==> src/rtl/ysyx_25020047_exu_seq_if.sv <==
// ----------------------------------------------------------------------------
// ysyx_25020047_exu_seq_if
// Handshake bundle between register-read/decode (master) and the sequential
// execute unit (slave).
//   Request  : in_valid, in_ready, op[3:0], pc, rdata1, rdata2, imm[11:0]
//   Response : out_valid, out_ready, result, reg_wen, pc_wen, next_pc,
//              halt, illegal
// Parameter XLEN sets the datapath width of pc/rdata/result/next_pc.
// ----------------------------------------------------------------------------
interface ysyx_25020047_exu_seq_if #(
    parameter int XLEN = 32
);
    logic            in_valid;
    logic            in_ready;
    logic [3:0]      op;
    logic [XLEN-1:0] pc;
    logic [XLEN-1:0] rdata1;
    logic [XLEN-1:0] rdata2;
    logic [11:0]     imm;

    logic            out_valid;
    logic            out_ready;
    logic [XLEN-1:0] result;
    logic            reg_wen;
    logic            pc_wen;
    logic [XLEN-1:0] next_pc;
    logic            halt;
    logic            illegal;

    // Upstream/downstream side: drives ops in and accepts results.
    modport master (
        output in_valid, op, pc, rdata1, rdata2, imm, out_ready,
        input  in_ready, out_valid, result, reg_wen, pc_wen, next_pc, halt, illegal
    );

    // Execute unit side.
    modport slave (
        input  in_valid, op, pc, rdata1, rdata2, imm, out_ready,
        output in_ready, out_valid, result, reg_wen, pc_wen, next_pc, halt, illegal
    );
endinterface

==> src/rtl/ysyx_25020047_exu_seq.sv <==
// ----------------------------------------------------------------------------
// ysyx_25020047_exu_seq
// Sequential execute unit: one decoded op in per handshake, one result out per
// handshake. Single-cycle ops (ADDI, JALR, EBREAK, illegal) go straight to
// DONE; shifts iterate one bit per cycle; MUL is a fixed XLEN-step shift-add.
//   clk, rst_n : clock, synchronous active-low reset
//   bus        : slave side of ysyx_25020047_exu_seq_if (valid/ready in,
//                valid/ready out, result/reg_wen/pc_wen/next_pc/halt/illegal)
// Parameters: XLEN datapath width, SHW shift-amount width.
// ----------------------------------------------------------------------------
module ysyx_25020047_exu_seq #(
    parameter int XLEN = 32,
    parameter int SHW  = $clog2(XLEN)
) (
    input  logic clk,
    input  logic rst_n,
    ysyx_25020047_exu_seq_if.slave bus
);

    localparam logic [3:0] OP_ADDI   = 4'd0;
    localparam logic [3:0] OP_JALR   = 4'd1;
    localparam logic [3:0] OP_EBREAK = 4'd2;
    localparam logic [3:0] OP_SLLI   = 4'd3;
    localparam logic [3:0] OP_SRLI   = 4'd4;
    localparam logic [3:0] OP_SRAI   = 4'd5;
    localparam logic [3:0] OP_MUL    = 4'd6;

    localparam logic [1:0] S_IDLE   = 2'd0;
    localparam logic [1:0] S_BUSY   = 2'd1;
    localparam logic [1:0] S_DONE   = 2'd2;
    localparam logic [1:0] S_HALTED = 2'd3;

    logic [1:0]      state;
    logic [3:0]      op_q;
    logic [SHW:0]    cnt_q;      // one extra bit so MUL can load XLEN
    logic [XLEN-1:0] opa_q;      // shift operand / multiplicand
    logic [XLEN-1:0] opb_q;      // multiplier, consumed LSB first
    logic [XLEN-1:0] acc_q;      // MUL partial product
    logic [XLEN-1:0] result_q;
    logic [XLEN-1:0] next_pc_q;
    logic            reg_wen_q;
    logic            pc_wen_q;
    logic            illegal_q;
    logic            halt_q;

    logic [XLEN-1:0] simm;
    logic [XLEN-1:0] opa_step;
    logic [XLEN-1:0] opb_step;
    logic [XLEN-1:0] acc_step;
    logic [SHW:0]    load_cnt;
    logic [XLEN-1:0] direct_res;
    logic [XLEN-1:0] direct_npc;
    logic            direct_wen;
    logic            direct_pcw;
    logic            direct_ill;
    logic            accept;

    // Sign-extending cast also covers XLEN narrower than the 12-bit immediate.
    assign simm   = XLEN'(signed'(bus.imm));
    assign accept = (state == S_IDLE) && bus.in_valid;

    // Step count and single-cycle results, decoded straight from the request.
    // NOTE: every always_comb output gets a default first so no path leaves it
    // unassigned; otherwise synthesis infers a latch.
    always_comb begin
        load_cnt   = '0;
        direct_res = '0;
        direct_npc = '0;
        direct_wen = 1'b0;
        direct_pcw = 1'b0;
        direct_ill = 1'b0;
        case (bus.op)
            OP_ADDI: begin
                direct_res = bus.rdata1 + simm;
                direct_wen = 1'b1;
            end
            OP_JALR: begin
                direct_res = bus.pc + XLEN'(4);
                direct_npc = (bus.rdata1 + simm) & ~XLEN'(1);
                direct_wen = 1'b1;
                direct_pcw = 1'b1;
            end
            OP_EBREAK: ;
            OP_SLLI, OP_SRLI, OP_SRAI: begin
                // A zero shift finishes immediately with rdata1 unchanged.
                load_cnt   = {1'b0, bus.imm[SHW-1:0]};
                direct_res = bus.rdata1;
                direct_wen = 1'b1;
            end
            OP_MUL: begin
                load_cnt   = (SHW+1)'(XLEN);
                direct_wen = 1'b1;
            end
            default: direct_ill = 1'b1;
        endcase
    end

    // One iteration of the multi-cycle ops.
    always_comb begin
        opa_step = opa_q;
        opb_step = opb_q >> 1;
        acc_step = acc_q;
        case (op_q)
            OP_SLLI: opa_step = opa_q << 1;
            OP_SRLI: opa_step = opa_q >> 1;
            OP_SRAI: opa_step = {opa_q[XLEN-1], opa_q[XLEN-1:1]};
            OP_MUL: begin
                acc_step = opb_q[0] ? acc_q + opa_q : acc_q;
                opa_step = opa_q << 1;
            end
            default: ;
        endcase
    end

    // Control state and the visible result registers.
    // NOTE: sequential state is written with non-blocking assignments so every
    // register samples pre-edge values regardless of statement order.
    always_ff @(posedge clk) begin
        if (!rst_n) begin
            state     <= S_IDLE;
            op_q      <= '0;
            cnt_q     <= '0;
            result_q  <= '0;
            next_pc_q <= '0;
            reg_wen_q <= 1'b0;
            pc_wen_q  <= 1'b0;
            illegal_q <= 1'b0;
            halt_q    <= 1'b0;
        end else begin
            case (state)
                S_IDLE: begin
                    if (bus.in_valid) begin
                        op_q      <= bus.op;
                        cnt_q     <= load_cnt;
                        result_q  <= direct_res;
                        next_pc_q <= direct_npc;
                        reg_wen_q <= direct_wen;
                        pc_wen_q  <= direct_pcw;
                        illegal_q <= direct_ill;
                        if (load_cnt == '0) begin
                            state <= S_DONE;
                            if (bus.op == OP_EBREAK) halt_q <= 1'b1;
                        end else begin
                            state <= S_BUSY;
                        end
                    end
                end
                S_BUSY: begin
                    cnt_q <= cnt_q - (SHW+1)'(1);
                    if (cnt_q == (SHW+1)'(1)) begin
                        state    <= S_DONE;
                        result_q <= (op_q == OP_MUL) ? acc_step : opa_step;
                    end
                end
                S_DONE: begin
                    if (bus.out_ready)
                        state <= (op_q == OP_EBREAK) ? S_HALTED : S_IDLE;
                end
                S_HALTED: ;
                default: state <= S_IDLE;
            endcase
        end
    end

    // NOTE: working datapath registers carry no reset; every op reloads them
    // on accept and nothing observes them outside BUSY.
    always_ff @(posedge clk) begin
        if (accept) begin
            opa_q <= bus.rdata1;
            opb_q <= bus.rdata2;
            acc_q <= '0;
        end else if (state == S_BUSY) begin
            opa_q <= opa_step;
            opb_q <= opb_step;
            acc_q <= acc_step;
        end
    end

    // Handshake flags decode the registered state only.
    assign bus.in_ready  = (state == S_IDLE);
    assign bus.out_valid = (state == S_DONE);
    assign bus.result    = result_q;
    assign bus.next_pc   = next_pc_q;
    assign bus.reg_wen   = reg_wen_q & bus.out_valid;
    assign bus.pc_wen    = pc_wen_q  & bus.out_valid;
    assign bus.illegal   = illegal_q & bus.out_valid;
    assign bus.halt      = halt_q;

endmodule
==> src/flat_wrapper.sv <==
// flat-port wrapper written by rule: the top's interface ports become plain ports
module ysyx_25020047_exu_seq_flat 
#(
    parameter int XLEN = 32,
    parameter int SHW  = $clog2(XLEN)
)
  (clk, rst_n, bus_in_valid, bus_op, bus_pc, bus_rdata1, bus_rdata2, bus_imm, bus_out_ready, bus_in_ready, bus_out_valid, bus_result, bus_reg_wen, bus_pc_wen, bus_next_pc, bus_halt, bus_illegal);
  ysyx_25020047_exu_seq_if #(.XLEN(XLEN)) bus_i ();
  input  logic clk;
  input  logic rst_n;
  input wire logic [$bits(bus_i.in_valid)-1:0] bus_in_valid;
  input wire logic [$bits(bus_i.op)-1:0] bus_op;
  input wire logic [$bits(bus_i.pc)-1:0] bus_pc;
  input wire logic [$bits(bus_i.rdata1)-1:0] bus_rdata1;
  input wire logic [$bits(bus_i.rdata2)-1:0] bus_rdata2;
  input wire logic [$bits(bus_i.imm)-1:0] bus_imm;
  input wire logic [$bits(bus_i.out_ready)-1:0] bus_out_ready;
  output wire logic [$bits(bus_i.in_ready)-1:0] bus_in_ready;
  output wire logic [$bits(bus_i.out_valid)-1:0] bus_out_valid;
  output wire logic [$bits(bus_i.result)-1:0] bus_result;
  output wire logic [$bits(bus_i.reg_wen)-1:0] bus_reg_wen;
  output wire logic [$bits(bus_i.pc_wen)-1:0] bus_pc_wen;
  output wire logic [$bits(bus_i.next_pc)-1:0] bus_next_pc;
  output wire logic [$bits(bus_i.halt)-1:0] bus_halt;
  output wire logic [$bits(bus_i.illegal)-1:0] bus_illegal;
  assign bus_i.in_valid = bus_in_valid;
  assign bus_i.op = bus_op;
  assign bus_i.pc = bus_pc;
  assign bus_i.rdata1 = bus_rdata1;
  assign bus_i.rdata2 = bus_rdata2;
  assign bus_i.imm = bus_imm;
  assign bus_i.out_ready = bus_out_ready;
  assign bus_in_ready = bus_i.in_ready;
  assign bus_out_valid = bus_i.out_valid;
  assign bus_result = bus_i.result;
  assign bus_reg_wen = bus_i.reg_wen;
  assign bus_pc_wen = bus_i.pc_wen;
  assign bus_next_pc = bus_i.next_pc;
  assign bus_halt = bus_i.halt;
  assign bus_illegal = bus_i.illegal;
  ysyx_25020047_exu_seq #(.XLEN(XLEN), .SHW(SHW)) u_core (.clk(clk), .rst_n(rst_n), .bus(bus_i));
endmodule
==> config.mk <==
export PLATFORM = sky130hd
export DESIGN_NAME = ysyx_25020047_exu_seq_flat
export DESIGN_NICKNAME = d
export VERILOG_FILES = /design/src/rtl/ysyx_25020047_exu_seq_if.sv /design/src/rtl/ysyx_25020047_exu_seq.sv /design/src/flat_wrapper.sv
export SDC_FILE = /design/constraint.sdc
export NUM_CORES = 1
export LEC_CHECK = 0
export BUFFER_PORTS_ARGS = -buffer_cell sky130_fd_sc_hd__buf_2
export CORE_ASPECT_RATIO = 0.75
export CORE_MARGIN = 2
export CORE_UTILIZATION = 50
export DETAILED_ROUTE_END_ITERATION = 16
export PLACE_DENSITY = 0.78
export SYNTH_ARGS = -nofsm -noshare
export SYNTH_HDL_FRONTEND = slang
export SYNTH_SLANG_ARGS = --single-unit
==> constraint.sdc <==
create_clock -name clk -period 3.3 [get_ports clk]
set_input_delay 0.33 -clock clk [delete_from_list [all_inputs] [get_ports clk]]
set_output_delay 0.33 -clock clk [all_outputs]
set_load 0.02 [all_outputs]
Yosys cells after proc, flatten, opt, wreduce, memory -nomap -nowiden
Cells that the tools add are included.
{"block": "totals", "mem_bits_ro": 0, "in_bits": 116, "word_cells": 77, "output_inout_bits": 70, "mem_count": 0, "ramBits": 0, "regBits": 176, "latchBits": 0}
{"block": "classes", "n_reduce_logical": 16, "eq_ne": 17, "n_mux": 25, "shifts": 0, "n_lt_le_gt_ge": 0, "add_sub_neg": 4, "n_mul": 0, "n_bitwise": 3, "div_mod_pow": 0}
{"operator": "$mux 32", "count": 10}
{"operator": "$pmux 32 s3", "count": 2}
{"operator": "$add 32x32->32", "count": 2}
{"operator": "$pmux 32 s2", "count": 1}
{"operator": "$add 32x3->32 const B", "count": 1}
{"operator": "$eq 4x3->1 const B", "count": 6}
{"operator": "$pmux 6 s2", "count": 2}
{"operator": "$eq 4x2->1 const B", "count": 4}
{"operator": "$mux 2", "count": 5}
{"operator": "$reduce_and 4->1", "count": 2}
{"operator": "$reduce_or 7->1", "count": 1}
{"operator": "$eq 6x1->1 const B", "count": 1}
{"operator": "$logic_not 6->1", "count": 1}
{"operator": "$mux 6", "count": 1}
{"operator": "$pmux 2 s3", "count": 1}
{"operator": "$reduce_or 6->1", "count": 1}
{"operator": "$sub 6x1->6 const B", "count": 1}
{"operator": "$eq 4x1->1 const B", "count": 1}
{"operator": "$logic_not 4->1", "count": 1}
{"operator": "$ne 2x2->1 const B", "count": 2}
{"operator": "$reduce_and 2->1", "count": 2}
{"operator": "$reduce_bool 2->1", "count": 2}
{"operator": "$and 1x1->1", "count": 3}
{"operator": "$mux 1", "count": 3}
{"operator": "9 further kinds", "count": 9}

Depth between registers and ports, before layout
{"block": "logic_depth", "ltp_word": 7, "depth_mapped": 12, "depth_no_buf": 11}

Worst setup path after synthesis
Ideal clock, no wire load.
{"block": "synth_path", "kind": "flip-flop to flip-flop", "from": "register u_core.state[0]", "to": "register u_core.opa_q[0], enable pin", "required_time_ns": 2.612, "period_less_slack_ns": 3.556, "setup_ns": 0.688, "slack_ns": -0.256, "path_buffers": 3, "arrival_ns": 2.868, "stages_incl_launch_ff": 8, "path_cell_list": "dfxtp_1 > inv_1 > ha_1 > nand2_1 > clkbuf_1 > clkbuf_1 > buf_1 > nand2_1"}
{"block": "synth_between", "elab_chain_cells": 3, "elab_cells_between_ends": 4, "classes_between": "eq/ne (1); reduce/logical (3)"}
{"item": "start, declared", "line_no": "ysyx_25020047_exu_seq.sv:33", "source": "logic [1:0] state;"}
{"item": "start signal, assigned", "line_no": "ysyx_25020047_exu_seq.sv:157", "source": "state <= (op_q == OP_EBREAK) ? S_HALTED : S_IDLE;"}
{"item": "$logic_not 2->1"}
{"item": "via bus_in_ready", "line_no": "flat_wrapper.sv:18", "source": "output wire logic [$bits(bus_i.in_ready)-1:0] bus_in_ready;"}
{"item": "$logic_and 1x1->1", "line_no": "ysyx_25020047_exu_seq.sv:60", "source": "assign accept = (state == S_IDLE) && bus.in_valid;"}
{"item": "$reduce_bool 2->1 (no line)"}
{"item": "end signal, assigned", "line_no": "ysyx_25020047_exu_seq.sv:169", "source": "opa_q <= bus.rdata1;"}
{"item": "end signal, assigned", "line_no": "ysyx_25020047_exu_seq.sv:173", "source": "opa_q <= opa_step;"}
{"item": "end, declared", "line_no": "ysyx_25020047_exu_seq.sv:36", "source": "logic [XLEN-1:0] opa_q;"}
The timed path passes the listed nets, and every way through them passes these cells.
A chain may end at the register's enable or synchronous reset.

Worst setup path after layout
{"block": "layout_path", "from": "register u_core.opa_q[0]", "to": "register u_core.result_q[22] (netlist: u_core.bus.result[22])"}
{"block": "layout_between", "elab_chain_cells": 6}
{"item": "$add 32x32->32", "line_no": "ysyx_25020047_exu_seq.sv:108", "source": "acc_step = opb_q[0] ? acc_q + opa_q : acc_q;"}
{"item": "$mux 32", "line_no": "ysyx_25020047_exu_seq.sv:108"}
{"item": "$mux 32", "line_no": "ysyx_25020047_exu_seq.sv:103", "source": "case (op_q)"}
{"item": "$mux 32", "line_no": "ysyx_25020047_exu_seq.sv:152", "source": "result_q <= (op_q == OP_MUL) ? acc_step : opa_step;"}
{"item": "$mux 32", "line_no": "ysyx_25020047_exu_seq.sv:150", "source": "if (cnt_q == (SHW+1)'(1)) begin"}
{"item": "$pmux 32 s2", "line_no": "ysyx_25020047_exu_seq.sv:130", "source": "case (state)"}
{"item": "end signal, assigned", "line_no": "ysyx_25020047_exu_seq.sv:135", "source": "result_q <= direct_res;"}
{"item": "end signal, assigned", "line_no": "ysyx_25020047_exu_seq.sv:152"}
{"item": "end, declared", "line_no": "ysyx_25020047_exu_seq.sv:39", "source": "logic [XLEN-1:0] result_q;"}
Every way passes these cells. The select of a mux whose other input is x is not followed.

==> flow_summary.ini <==
[status]
outcome = finished clean

[timing]
finalSetupViolations = 0
fin_worst_skew_ns = 0.0102
fmax_ghz = 0.317
finalCritPeriodShare = 0.955
worst_slew_pin_slew_ns = 1.38
min_period_ns = 3.15
drv_slew = 0
fin_tns_setup_ns = 0
hold_viol_final = 0
slew_headroom = 0.0808

[synth]
async_flop_share = 0
synth_top_area_share = 0.171
synthesis.nets = 1861
synthDistinctLibCells = 81
synth_ff_type = dfxtp_1
ys_ff_latch = 175
synth_edf_count = 64
avgSynthCellArea_sq_um = 7.74
synthTopCellsByArea = dfxtp_1 17%, edfxtp_1 15%, nand2_1 7.4%, a21oi_1 7.2%, ha_1 6.7%
yosysMostFrequentCell = nand2_1
syn-cell-area_sq_um = 13000
synth_area_leader_cell = dfxtp_1
ys_warn_count = 0
netlist_top_cells_count = 254 x nand2_1, 186 x a21oi_1, 136 x nor2_1, 111 x dfxtp_1, 102 x o21ai_0
netlist_instances = 1674
synth_seq_area_share = 0.320

[worst_setup_path]
r2r_start = u_core.opa_q[0]$_DFFE_PP_
worstPathCellList = ha_1 > fa_1 > a211oi_1 > o21ai_1 > o211ai_1 > buf_4 > buf_4 > a31o_2 > nand2_1 > xor2_1 > o21a_1 > a211o_1
max_stage_delay_ns = 0.43
r2r_setup_slack_ns = 0.15
cp_data_required_time_ns = 3.64
r2r_end = u_core.bus.result[22]$_SDFFE_PN0P_
cp_slowest_cell = fa_1
crit_fanout = 4
arrival_ns = 3.49
critical_path_class = reg2reg
crit_path_frequent_cell = buf_4
rr_worst_depth = 12
cp-end-kind = flop
critPathLaunchType = flop

[route]
drc = 0
wl_per_cell_um = 21.6
viasPerCell = 6.45
via_count = 14100
drtPass1Iterations = 6
routed_wl_um = 47300
first_iter_violations = 1514
postRouteAntennaNets = 0

[clock_tree]
cts_tree = built
cts-root-buf = clkbuf_16
path_clk_slew_ns = 0.07
cts_sinks = 175
htreeDepth = 4
clkLatencyLatePin_ns = 0.45
clockBufferDepth = 2
numCtsBuffers = 17

[grt]
antenna_found_initial = 0
grt_max_degree = 148
grt_usage = 0.344
grt_overflow = 0
grt_pass1_vias = 13200
grt_first_pass_wirelength_um = 72800

[place]
gp_congestion = 0.958
dpl_cell_area_sq_um = 14400
port_buffers = 184
hpwlAfterDp_um = 34900

[finish]
antenna_cells = 0
final_cell_area_sq_um = 15100
fin_util = 0.586
fill_cells = 2379
synthToLayoutAreaGrowth_pct = 16.3
fin_nets = 2022
layout-drive-gt1-share = 0.167

[floorplanning]
dieArea_sq_um = 27200
die_h_um = 143
start_util = 0.504
fp-row-count = 51
die_w_um = 190
ioPinCount = 186
core-area_sq_um = 25700

[worst_hold_path]
hp-class = in2reg
min_to = u_core.opb_q[3]$_DFFE_PP_
hold_depth = 3
hp-start = bus_rdata2[3]

[flow_run]
maxCapViolCount = 0

[power_and_ir_drop]
power_density_nw_per_um2 = 720
ir_drop_uv = 581
leakagePower_nw = 6.32
## kinds of logic after synthesis
kind of cell	Yosys count	synth area share
AO/OA/AOI/OAI	603	0.299
XOR/XNOR	60	0.0405
adder cells (fa/ha/maj)	71	0.0697
buffers and inverters	123	0.0363
flip-flops	175	0.320
multiplexers	13	0.0105
other	1	0.000289
AND/OR/NAND/NOR	628	0.224
## layout by cell type, fill, tap and decap left out, drive strengths merged, types with 11 or more instances in the layout
cell	netlist	routed
o211ai	22	22
nand4	15	15
a22oi	34	34
a21o	37	37
a21boi	11	11
a22o	22	22
or3	19	19
nor3	43	43
nor2	136	136
nand3	52	52
a21oi	186	186
a211oi	27	27
buf	8	241
a31oi	39	39
nand2b	15	15
and3	22	22
xor2	28	28
ha	69	69
o21a	20	20
clkbuf	91	17
dfxtp	111	111
o21ai	118	118
xnor2	32	32
and2	21	21
edfxtp	64	64
inv	24	31
nand2	254	254
## layer usage
| layer | vias to the layer above | track usage | wire length (um) |
|---|---|---|---|
| met5 | - | 0 | 0 |
| met4 | 0 | 0.112 | 1390 |
| met3 | 103 | 0.0740 | 4860 |
| met2 | 802 | 0.536 | 20600 |
| met1 | 6673 | 0.475 | 20400 |
| li1 | 6555 | - | - |
## state kept, by name, summed over array words and instances (netlist names)
register	flops
u_core.opa_q	32
u_core.state	2
u_core.bus.halt	1
u_core.bus.result	32
u_core.cnt_q	6
u_core.illegal_q	1
u_core.bus.next_pc	31
u_core.op_q	4
u_core.opb_q	32
u_core.pc_wen_q	1
u_core.acc_q	32
u_core.reg_wen_q	1
## worst max-delay path by stage
stage                         startpoint                            endpoint  depth (start not counted)
6_report       u_core.opa_q[0]$_DFFE_PP_  u_core.bus.result[22]$_SDFFE_PN0P_                         12
5_1_grt        u_core.opa_q[0]$_DFFE_PP_  u_core.bus.result[24]$_SDFFE_PN0P_                         10
4_1_cts        u_core.opa_q[0]$_DFFE_PP_  u_core.bus.result[24]$_SDFFE_PN0P_                         10
3_5_place_dp   u_core.opa_q[0]$_DFFE_PP_  u_core.bus.result[24]$_SDFFE_PN0P_                         10
3_3_place_gp   u_core.opa_q[0]$_DFFE_PP_  u_core.bus.result[24]$_SDFFE_PN0P_                         10
2_1_floorplan  u_core.opa_q[0]$_DFFE_PP_  u_core.bus.result[24]$_SDFFE_PN0P_                         10
## area by class of cell
type / instances / area (sq um) / area share
Timing Repair Buffer: 241 / 1390 / 0.0919
Clock inverter: 15 / 203 / 0.0134
Clock buffer: 17 / 425 / 0.0282
Tap cell: 344 / 430 / 0.0285
Inverter: 24 / 90.1 / 0.00597
Sequential cell: 175 / 4140 / 0.275
Multi-Input combinational cell: 1376 / 8400 / 0.557
## power by group
group | switching (mW) | leakage (nW) | internal, mW
Clock | 1.01 | 0.306 | 1.22
Sequential | 0.553 | 1.52 | 3.14
Combinational | 3.26 | 4.50 | 1.67
## critical path: cells and delay by family (launching register included)
kind                     cells  cell delay, ns
XOR/XNOR                     1            0.16
adder cells (fa/ha/maj)      2            0.67
flip-flops                   1            0.42
AO/OA/AOI/OAI                6            1.43
buffers and inverters        2            0.29
AND/OR/NAND/NOR              1            0.08
## stage by stage
step | hold slack (ns) | std cells | power [mW] | setup WS, ns
after floorplan | 0.445 | 1674 | 6.90 | 0.292
after global placement | 0.436 | 2159 | 8.36 | 0.189
after detailed placement | 0.448 | 2159 | 8.48 | 0.114
after CTS | 0.128 | 2191 | 10.7 | 0.0956
after global routing | 0.135 | 2192 | 11.5 | -0.0141
final | 0.139 | 2192 | 10.9 | 0.149
## what timing repair did
item                       in CTS  in global routing
setup endpoints to repair       0                  1
hold endpoints to repair        0                  0
gates resized for setup         0                  1
buffers inserted                0                  1
hold buffers                    0                  0
(Power assumes the default switching activity.)
